File: src/rtl/led_scan_driver.sv
// Multiplexed 7-segment scan driver: one digit per slot, dead time at slot start,
// double-buffered display data that only changes at frame boundaries.
module led_scan_driver #(
  parameter int DIGITS   = 4,
  parameter int PRESCALE = 8,
  parameter int BLANK    = 2
) (
  input  logic                  clk,
  input  logic                  rst,
  input  logic                  load,
  input  logic [4*DIGITS-1:0]   value,
  input  logic [DIGITS-1:0]     dp,
  input  logic                  lzb,
  output logic [7:0]            seg,
  output logic [DIGITS-1:0]     gate,
  output logic                  frame_done
);

  localparam int CNT_W = (PRESCALE > 1) ? $clog2(PRESCALE) : 1;
  localparam int IDX_W = $clog2(DIGITS);
  localparam logic [CNT_W-1:0] BLANK_LAST = CNT_W'(BLANK - 1);
  localparam logic [CNT_W-1:0] DRIVE_LAST = CNT_W'(PRESCALE - BLANK - 1);
  localparam logic [IDX_W-1:0] IDX_LAST   = IDX_W'(DIGITS - 1);

  typedef enum logic {ST_BLANK, ST_DRIVE} state_t;

  state_t             r_state;
  state_t             w_state_next;
  logic [CNT_W-1:0]   r_cnt;
  logic [CNT_W-1:0]   w_cnt_next;
  logic [IDX_W-1:0]   r_idx;
  logic [IDX_W-1:0]   w_idx_next;
  logic               w_wrap;

  logic [4*DIGITS-1:0] r_sh_value;
  logic [DIGITS-1:0]   r_sh_dp;
  logic                r_sh_lzb;
  logic                r_pending;
  logic [4*DIGITS-1:0] r_dsp_value;
  logic [DIGITS-1:0]   r_dsp_dp;
  logic                r_dsp_lzb;
  logic                r_framed;

  logic [7:0]          r_seg;
  logic [DIGITS-1:0]   r_gate;
  logic                r_frame_done;
  logic [7:0]          w_seg_next;
  logic [DIGITS-1:0]   w_gate_next;
  logic                w_frame_done_next;

  logic [3:0]          w_nib [DIGITS];
  logic [DIGITS-1:0]   w_lz;

  function automatic logic [6:0] seg_decode(input logic [3:0] nib);
    logic [6:0] s;
    case (nib)
      4'h0: s = 7'h3F;  4'h1: s = 7'h06;  4'h2: s = 7'h5B;  4'h3: s = 7'h4F;
      4'h4: s = 7'h66;  4'h5: s = 7'h6D;  4'h6: s = 7'h7D;  4'h7: s = 7'h07;
      4'h8: s = 7'h7F;  4'h9: s = 7'h6F;  4'hA: s = 7'h77;  4'hB: s = 7'h7C;
      4'hC: s = 7'h39;  4'hD: s = 7'h5E;  4'hE: s = 7'h79;  default: s = 7'h71;
    endcase
    return s;
  endfunction

  always_ff @(posedge clk or negedge rst) begin
    if (!rst) begin
      r_state <= ST_BLANK;
      r_cnt   <= '0;
      r_idx   <= '0;
    end else begin
      r_state <= w_state_next;
      r_cnt   <= w_cnt_next;
      r_idx   <= w_idx_next;
    end
  end

  always_comb begin
    w_state_next = r_state;
    w_cnt_next   = r_cnt + 1'b1;
    w_idx_next   = r_idx;
    w_wrap       = 1'b0;
    case (r_state)
      ST_BLANK: begin
        if (r_cnt == BLANK_LAST) begin
          w_state_next = ST_DRIVE;
          w_cnt_next   = '0;
        end
      end
      ST_DRIVE: begin
        if (r_cnt == DRIVE_LAST) begin
          w_state_next = ST_BLANK;
          w_cnt_next   = '0;
          if (r_idx == IDX_LAST) begin
            w_idx_next = '0;
            w_wrap     = 1'b1;
          end else begin
            w_idx_next = r_idx + 1'b1;
          end
        end
      end
    endcase
  end

  // A load coinciding with the wrap still commits the older shadow; the new data waits a frame.
  always_ff @(posedge clk or negedge rst) begin
    if (!rst) begin
      r_sh_value  <= '0;
      r_sh_dp     <= '0;
      r_sh_lzb    <= 1'b0;
      r_pending   <= 1'b0;
      r_dsp_value <= '0;
      r_dsp_dp    <= '0;
      r_dsp_lzb   <= 1'b0;
      r_framed    <= 1'b0;
    end else begin
      if (w_wrap && r_pending) begin
        r_dsp_value <= r_sh_value;
        r_dsp_dp    <= r_sh_dp;
        r_dsp_lzb   <= r_sh_lzb;
      end
      if (load) begin
        r_sh_value <= value;
        r_sh_dp    <= dp;
        r_sh_lzb   <= lzb;
        r_pending  <= 1'b1;
      end else if (w_wrap) begin
        r_pending  <= 1'b0;
      end
      if (w_wrap) begin
        r_framed <= 1'b1;
      end
    end
  end

  genvar gi;
  generate
    for (gi = 0; gi < DIGITS; gi++) begin : g_digit
      assign w_nib[gi] = r_dsp_value[4*gi +: 4];
      if (gi == 0) begin : g_lsd
        assign w_lz[gi] = 1'b0;
      end else begin : g_upper
        assign w_lz[gi] = r_dsp_lzb & ~|r_dsp_value[4*DIGITS-1:4*gi];
      end
    end
  endgenerate

  // Outputs are registered from the current state, so they trail the FSM by one cycle.
  always_comb begin
    w_seg_next        = '0;
    w_gate_next       = '0;
    w_frame_done_next = r_framed && (r_state == ST_BLANK) && (r_cnt == '0) && (r_idx == '0);
    if (r_state == ST_DRIVE) begin
      w_gate_next = DIGITS'(1) << r_idx;
      w_seg_next  = {r_dsp_dp[r_idx], w_lz[r_idx] ? 7'd0 : seg_decode(w_nib[r_idx])};
    end
  end

  always_ff @(posedge clk or negedge rst) begin
    if (!rst) begin
      r_seg        <= '0;
      r_gate       <= '0;
      r_frame_done <= 1'b0;
    end else begin
      r_seg        <= w_seg_next;
      r_gate       <= w_gate_next;
      r_frame_done <= w_frame_done_next;
    end
  end

  assign seg        = r_seg;
  assign gate       = r_gate;
  assign frame_done = r_frame_done;

endmodule

File: config.mk
export PLATFORM = sky130hd
export DESIGN_NAME = led_scan_driver
export DESIGN_NICKNAME = d
export VERILOG_FILES = /design/src/rtl/led_scan_driver.sv
export SDC_FILE = /design/constraint.sdc
export NUM_CORES = 1
export LEC_CHECK = 0
export ABC_AREA = 1
export CAP_MARGIN = 25
export CORE_MARGIN = 8
export CORE_UTILIZATION = 29
export DETAILED_ROUTE_END_ITERATION = 12
export GPL_ROUTABILITY_DRIVEN = 1
export PLACE_DENSITY = 0.61
export SLEW_MARGIN = 15
export SYNTH_ARGS = -nofsm -noshare
export SYNTH_HDL_FRONTEND = slang
export SYNTH_SLANG_ARGS = --single-unit
File: constraint.sdc
create_clock -name clk -period 1.55 [get_ports clk]
set_input_delay 0.155 -clock clk [delete_from_list [all_inputs] [get_ports clk]]
set_output_delay 0.155 -clock clk [all_outputs]
set_load 0.03 [all_outputs]
==> flow_metrics.env, run 1 <==
export IMPL_yosysSeqAreaShare_pct=52.5
export IMPL_rows=37
export IMPL_fin_setup_tns_ns=0
export IMPL_required_ns=1.79
export IMPL_drt_met1_wl_um=3180
export IMPL_ios=37
export IMPL_area_delta_synth_final_pct=40.3
export IMPL_coreArea_mm2=0.0102
export IMPL_wl_met3_um=305
export IMPL_finalMaxSlewViolations=0
export IMPL_postSynthAreaPerCell_um2=8.91
export IMPL_met2RoutedLength_um=2900
export IMPL_grt_max_degree=64
export IMPL_root_buffer="clkbuf_8"
export IMPL_rsz0062_at_grt="yes"
export IMPL_synth_edf_count=0
export IMPL_post_drt_wl_per_cell_um=11.9
export IMPL_synth_flop_cell="dfrtp_1"
export IMPL_insertion_delay_ns=0.35
export IMPL_crit_arrival_ns=1.76
export IMPL_synthArstFlopShare_pct=100
export IMPL_hold_viol=0
export IMPL_cts_buffers=9
export IMPL_portBuffers=36
export IMPL_max_freq_ghz=0.661
export IMPL_clkTransAtPathRegs_ns=0.08
export IMPL_skew_ns=0.0146
export IMPL_tightest_slew_ns=0.333
export IMPL_ys_warn_count=0
export IMPL_diodes=0
export IMPL_rrSetupSlack_ns=0.04
export IMPL_htreeDepth=3
export IMPL_vias=2294
export IMPL_crit_type="register to register"
export IMPL_r2r_start="r_idx[0]"
export IMPL_grt_pass1_vias=2308
export IMPL_die_height_um=118
export IMPL_cts_tree="done"
export IMPL_r2r_cells=9
export IMPL_relSlewSlack_pct=77.8
export IMPL_highest_layer="met4"
export IMPL_antenna_found_initial=0
export IMPL_drive_gt1_share_pct=31.8
export IMPL_vias_per_cell=4.23
export IMPL_gp_congestion=0.828
export IMPL_crit_fanout=5
export IMPL_fin_hold_ws_ns=0.337
export IMPL_reg2reg_to="seg[0]"
export IMPL_hold_path_class="input pin to async pin"
export IMPL_dr_pass1_iters=4
export IMPL_ys_types=24
export IMPL_mostFrequentLayoutCells="nand2_1, dfrtp_1, inv_1, nor2_1, clkdlybuf4s50_1"
export IMPL_cp_end_kind="register"
export IMPL_power_leakage_uw=0.00205
export IMPL_die_w_um=118
export IMPL_dp_hpwl_um=4270
export IMPL_fin_nets=435
export IMPL_peakVddDrop_mv=0.376
export IMPL_endpoint="seg[0]"
export IMPL_syn_inst=337
export IMPL_grt_pass1_wl_um=10300
export IMPL_globalRoute_totalOverflow=0
export IMPL_clockBufferDepth=2
export IMPL_initial_core_util_pct=29.5
export IMPL_start_kind="register"
export IMPL_clock_sinks=63
export IMPL_outcome="finished, final reports clean"
export IMPL_min_period_ns=1.51
export IMPL_grt_usage_pct=8.87
export IMPL_syn_num_nets=371
export IMPL_p_total_uw=3970
export IMPL_die_area_mm2=0.0139
export IMPL_wirelength_um=6470
export IMPL_cellPowerDensity_mw_per_mm2=942
export IMPL_cp_startpoint="r_idx[0]"
export IMPL_ys_ff_latch=63
export IMPL_maxCapViolCount=0
export IMPL_setup_viol=0
export IMPL_drcViolationCount=0
export IMPL_post_route_period_util_pct=97.6
export IMPL_drt_initial_drc_count=73
export IMPL_final_antenna_net_count=0
export IMPL_netlist_area_mm2=0.00300
final cells by class:
type,instances,area [um^2]
fill,1003,5970
sequential,63,1580
multi-input combinational,222,1390
timing repair buffer,63,663
tap,136,170
inverter,42,168
clock buffer,12,165
clock inverter,4,76.3
routing by layer:
| layer | global-route usage, % | up-vias |
|---|---|---|
| met4 | 4.24 | 0 |
| met2 | 13.1 | 48 |
| met5 | 0 | - |
| met3 | 3.02 | 10 |
| li1 | - | 1182 |
| met1 | 11.3 | 1054 |
logic make-up (layout without fill, tap and decap cells):
| group | after synthesis | after routing | share of synthesized area, % |
|---|---|---|---|
| and+or+nand+nor | 152 | 153 | 22.4 |
| adders and majority gates | 10 | 10 | 4.16 |
| DFF | 63 | 63 | 52.5 |
| buffers and inverters | 53 | 121 | 8.33 |
| AOI/OAI and AO/OA | 59 | 59 | 12.7 |
synthesized netlist by cell type (2+ instances only):
library cell	n	area [um^2]
a21oi_1	3	15.0
buf_6	6	67.6
clkbuf_1	4	15.0
dfrtp_1	63	1580
ha_1	10	125
inv_1	38	143
inv_2	3	11.3
nand2_1	80	300
nand2_2	9	56.3
nand2_4	2	22.5
nand3_1	16	80.1
nand3_2	3	30.0
nor2_1	34	128
nor2_2	3	18.8
o21ai_0	29	145
o21ai_1	4	20.0
o21ai_2	22	193
or2_2	2	12.5
how the worst min path moves through the flow:
stage / from / to / slack [ns] / depth (start not counted)
after floorplan: rst / async pin / -0.14 / 0
after global placement: rst / frame_done / 0.19 / 2
after detailed placement: rst / frame_done / 0.20 / 2
after CTS: dp[2] / r_sh_dp[2] / 0.35 / 3
after global routing: rst / frame_done / 0.38 / 3
final: rst / frame_done / 0.34 / 3
worst max-delay path, cell delays in order (launching register included):
cell      delay [ns]
dfrtp_2         0.45
buf_6           0.15
nand2_1         0.07
nand3_2         0.09
nand2_4         0.14
ha_2            0.19
nand3b_1        0.12
nand3_1         0.10
nand2_1         0.07
nor2_1          0.03
power breakdown:
part / leakage [uW] / switching (uW) / total [uW] / internal (uW)
Clock: 0.000119 / 659 / 1700 / 1040
Combinational: 0.00115 / 259 / 467 / 208
Sequential: 0.000782 / 63.6 / 1800 / 1740
Total: 0.00205 / 981 / 3970 / 2990
state kept, by name (all words and copies together) (netlist names), named ones only:
signal       count
r_dsp_lzb        1
r_sh_value      16
r_cnt            3
r_framed         1
frame_done       1
r_sh_dp          4
gate             4
r_idx            2
seg              8
r_pending        1
r_dsp_value     16
r_sh_lzb         1
r_dsp_dp         4
stage by stage:
step / util, % / std cells / worst slack, ns / instance area, um^2
final: 41.4 / 542 / 0.0370 / 4210
after detailed placement: 35.2 / 512 / -0.00930 / 3580
after global placement: 35.2 / 512 / 0.0239 / 3580
after floorplan: - / 337 / 0.00263 / 3010
after CTS: 37.8 / 530 / 0.0126 / 3850
after global routing: 41.4 / 542 / -0.0427 / 4210
what timing repair did:
| item | CTS | global route |
|---|---|---|
| buffers inserted | 1 | 7 |
| endpoints found under the hold margin | 63 | 0 |
| pin swaps | 1 | 18 |
| resized for setup | 2 | 65 |
| endpoints found under the setup margin | 4 | 27 |
| hold buffers | 1 | 0 |
| gates cloned | 0 | 5 |
Power figures use the tool's default switching activity.
==> run 2, diff against run 1 <==
Settings changed: ABC_CLOCK_PERIOD_IN_PS from default to 1550.
==> results of run 2 <==
Final layout, timing and power as in run 1 (identical DEF).
==> run 3, diff against run 2 <==
Settings changed: DONT_BUFFER_PORTS from default to 1, PLACE_DENSITY 0.61 to 0.56, REMOVE_ABC_BUFFERS from default to 1.
==> run 3 against run 2 <==
Compared with the run above:
- the run now ends with hold timing, setup timing left
- die area did not move
- hold slack got worse by 0.84 ns
- power fell by 12%
- largest cell class unchanged
- clock-buffer cell count fell by 3
- fmax fell by 3.3%
- via count rose by 0.17%
- sequential share of layout area rose by 1.5 points
- clock skew fell by 0.0026 ns
==> flow_metrics.env, run 3 (synthesized netlist as in run 1, its figures left out) <==
export IMPL_path_cells="buf_12 -> nand2_1 -> nand3_2 -> nand2_4 -> inv_4 -> ha_2 -> inv_1 -> nand2_1 -> nor2_1 -> nor2_1"
export IMPL_die_area_mm2=0.0139
export IMPL_die_height_um=118
export IMPL_crit_type="register to register"
export IMPL_drive_gt1_share_pct=34.0
export IMPL_insertion_delay_ns=0.34
export IMPL_start_kind="register"
export IMPL_wirelength_um=6680
export IMPL_cts_buffers=9
export IMPL_grt_pass1_wl_um=11000
export IMPL_slowest_delay_ns=0.48
export IMPL_power_leakage_uw=0.00192
export IMPL_clockBufferDepth=2
export IMPL_grt_usage_pct=9.59
export IMPL_required_ns=1.78
export IMPL_setup_viol=3
export IMPL_tightest_slew_ns=0.295
export IMPL_grt_pass1_vias=2333
export IMPL_mostFrequentLayoutCells="nand2_1, dfrtp_1, inv_1, nor2_1, o21ai_0"
export IMPL_cts_hold_buf=22
export IMPL_antenna_found_initial=0
export IMPL_outcome="finished, violations left"
export IMPL_rsz0062_at_grt="yes"
export IMPL_fin_nets=423
export IMPL_skew_ns=0.0120
export IMPL_diodes=0
export IMPL_post_route_period_util_pct=101
export IMPL_fin_hold_ws_ns=-0.500
export IMPL_final_common_cell="nand2_1"
export IMPL_gp_congestion=0.848
export IMPL_placed_area_mm2=0.00326
export IMPL_dp_hpwl_um=4250
export IMPL_max_freq_ghz=0.639
export IMPL_initial_core_util_pct=29.5
export IMPL_nFillCells=1025
export IMPL_cellPowerDensity_mw_per_mm2=864
export IMPL_drcViolationCount=0
export IMPL_violations="hold timing, setup timing"
export IMPL_area_delta_synth_final_pct=34.8
export IMPL_root_buffer="clkbuf_8"
export IMPL_finalMaxSlewViolations=0
export IMPL_vias_per_cell=4.34
export IMPL_vias=2298
export IMPL_rows=37
export IMPL_coreArea_mm2=0.0102
export IMPL_crit_slowest_cell="dfrtp_2"
export IMPL_die_w_um=118
export IMPL_htreeDepth=3
export IMPL_portBuffers=0
export IMPL_peakVddDrop_mv=0.401
export IMPL_clock_sinks=63
export IMPL_relSlewSlack_pct=80.3
export IMPL_drt_initial_drc_count=121
export IMPL_clkTransAtPathRegs_ns=0.07
export IMPL_post_drt_wl_per_cell_um=12.6
export IMPL_hold_viol=63
export IMPL_min_period_ns=1.57
export IMPL_grt_max_degree=64
export IMPL_globalRoute_totalOverflow=0
export IMPL_maxCapViolCount=0
export IMPL_ios=37
export IMPL_crit_arrival_ns=1.80
export IMPL_crit_fanout=6
export IMPL_cp_end_kind="register"
export IMPL_finalInstanceArea_mm2=0.00405
export IMPL_setup_slack_ns=-0.0153
export IMPL_cts_tree="done"
export IMPL_hold_path_class="input pin to async pin"
export IMPL_fin_setup_tns_ns=-0.0323
export IMPL_final_antenna_net_count=0
export IMPL_dr_pass1_iters=4
-- run 3: metal layers --
layer  wire [um]  track usage [%]
met1        3150             12.2
met2        3140             14.1
met5           0                0
met4         110             4.88
met3         284             3.26
-- run 3: layout make-up --
cell class	instances	area, um^2	area share [%]
inverter	42	170	4.20
multi-input combinational	221	1410	34.8
clock inverter	7	48.8	1.21
timing repair buffer	51	541	13.3
clock buffer	9	124	3.06
timing repair inverter	1	7.51	0.185
sequential	63	1580	39.0
tap	136	170	4.20
-- run 3: what timing repair did --
item                       CTS  global route
cloned                       1             4
resized for setup            9            55
hold endpoints to repair    85            63
setup endpoints to repair    7             9
buffers inserted             2             3
pin swaps                    1            30
-- run 3: worst max-delay path: cells and delay by family (launching register included) --
| kind | cells | cell delay [ns] |
|---|---|---|
| adders and majority gates | 1 | 0.18 |
| buffers and inverters | 3 | 0.29 |
| DFF | 1 | 0.48 |
| and+or+nand+nor | 6 | 0.49 |
-- run 3: path summary, 6_finish.rpt --
kind	startpoint	to	slack [ns]	cells after the start
max	r_idx[0]	seg[4]	-0.02	10
min	rst	gate[3]	-0.50	0
max reg2reg	r_idx[0]	seg[4]	-0.02	10
min reg2reg	r_cnt[1]	frame_done	0.48	1
min in group clk	load	r_sh_value[6]	0.13	2
max in group asynchronous	rst	seg[2]	1.93	0
-- run 3: stage by stage --
step | total power [uW] | setup WS, ns | hold WS [ns] | utilization, % | std cells
2_1_floorplan | 2050 | -0.122 | -0.141 | - | 326
3_3_place_gp | 2120 | -0.0381 | -0.137 | 32.0 | 482
3_5_place_dp | 2120 | -0.0967 | -0.137 | 32.0 | 482
4_1_cts | 3480 | 0.00565 | -0.523 | 36.5 | 523
5_1_grt | 3700 | -0.105 | -0.536 | 39.8 | 530
6_report | 3500 | -0.0153 | -0.500 | 39.8 | 530
-- run 3: power by group --
| part | switching (uW) | internal, uW |
|---|---|---|
| sequential | 60.6 | 1740 |
| combinational | 243 | 203 |
| clock | 669 | 581 |
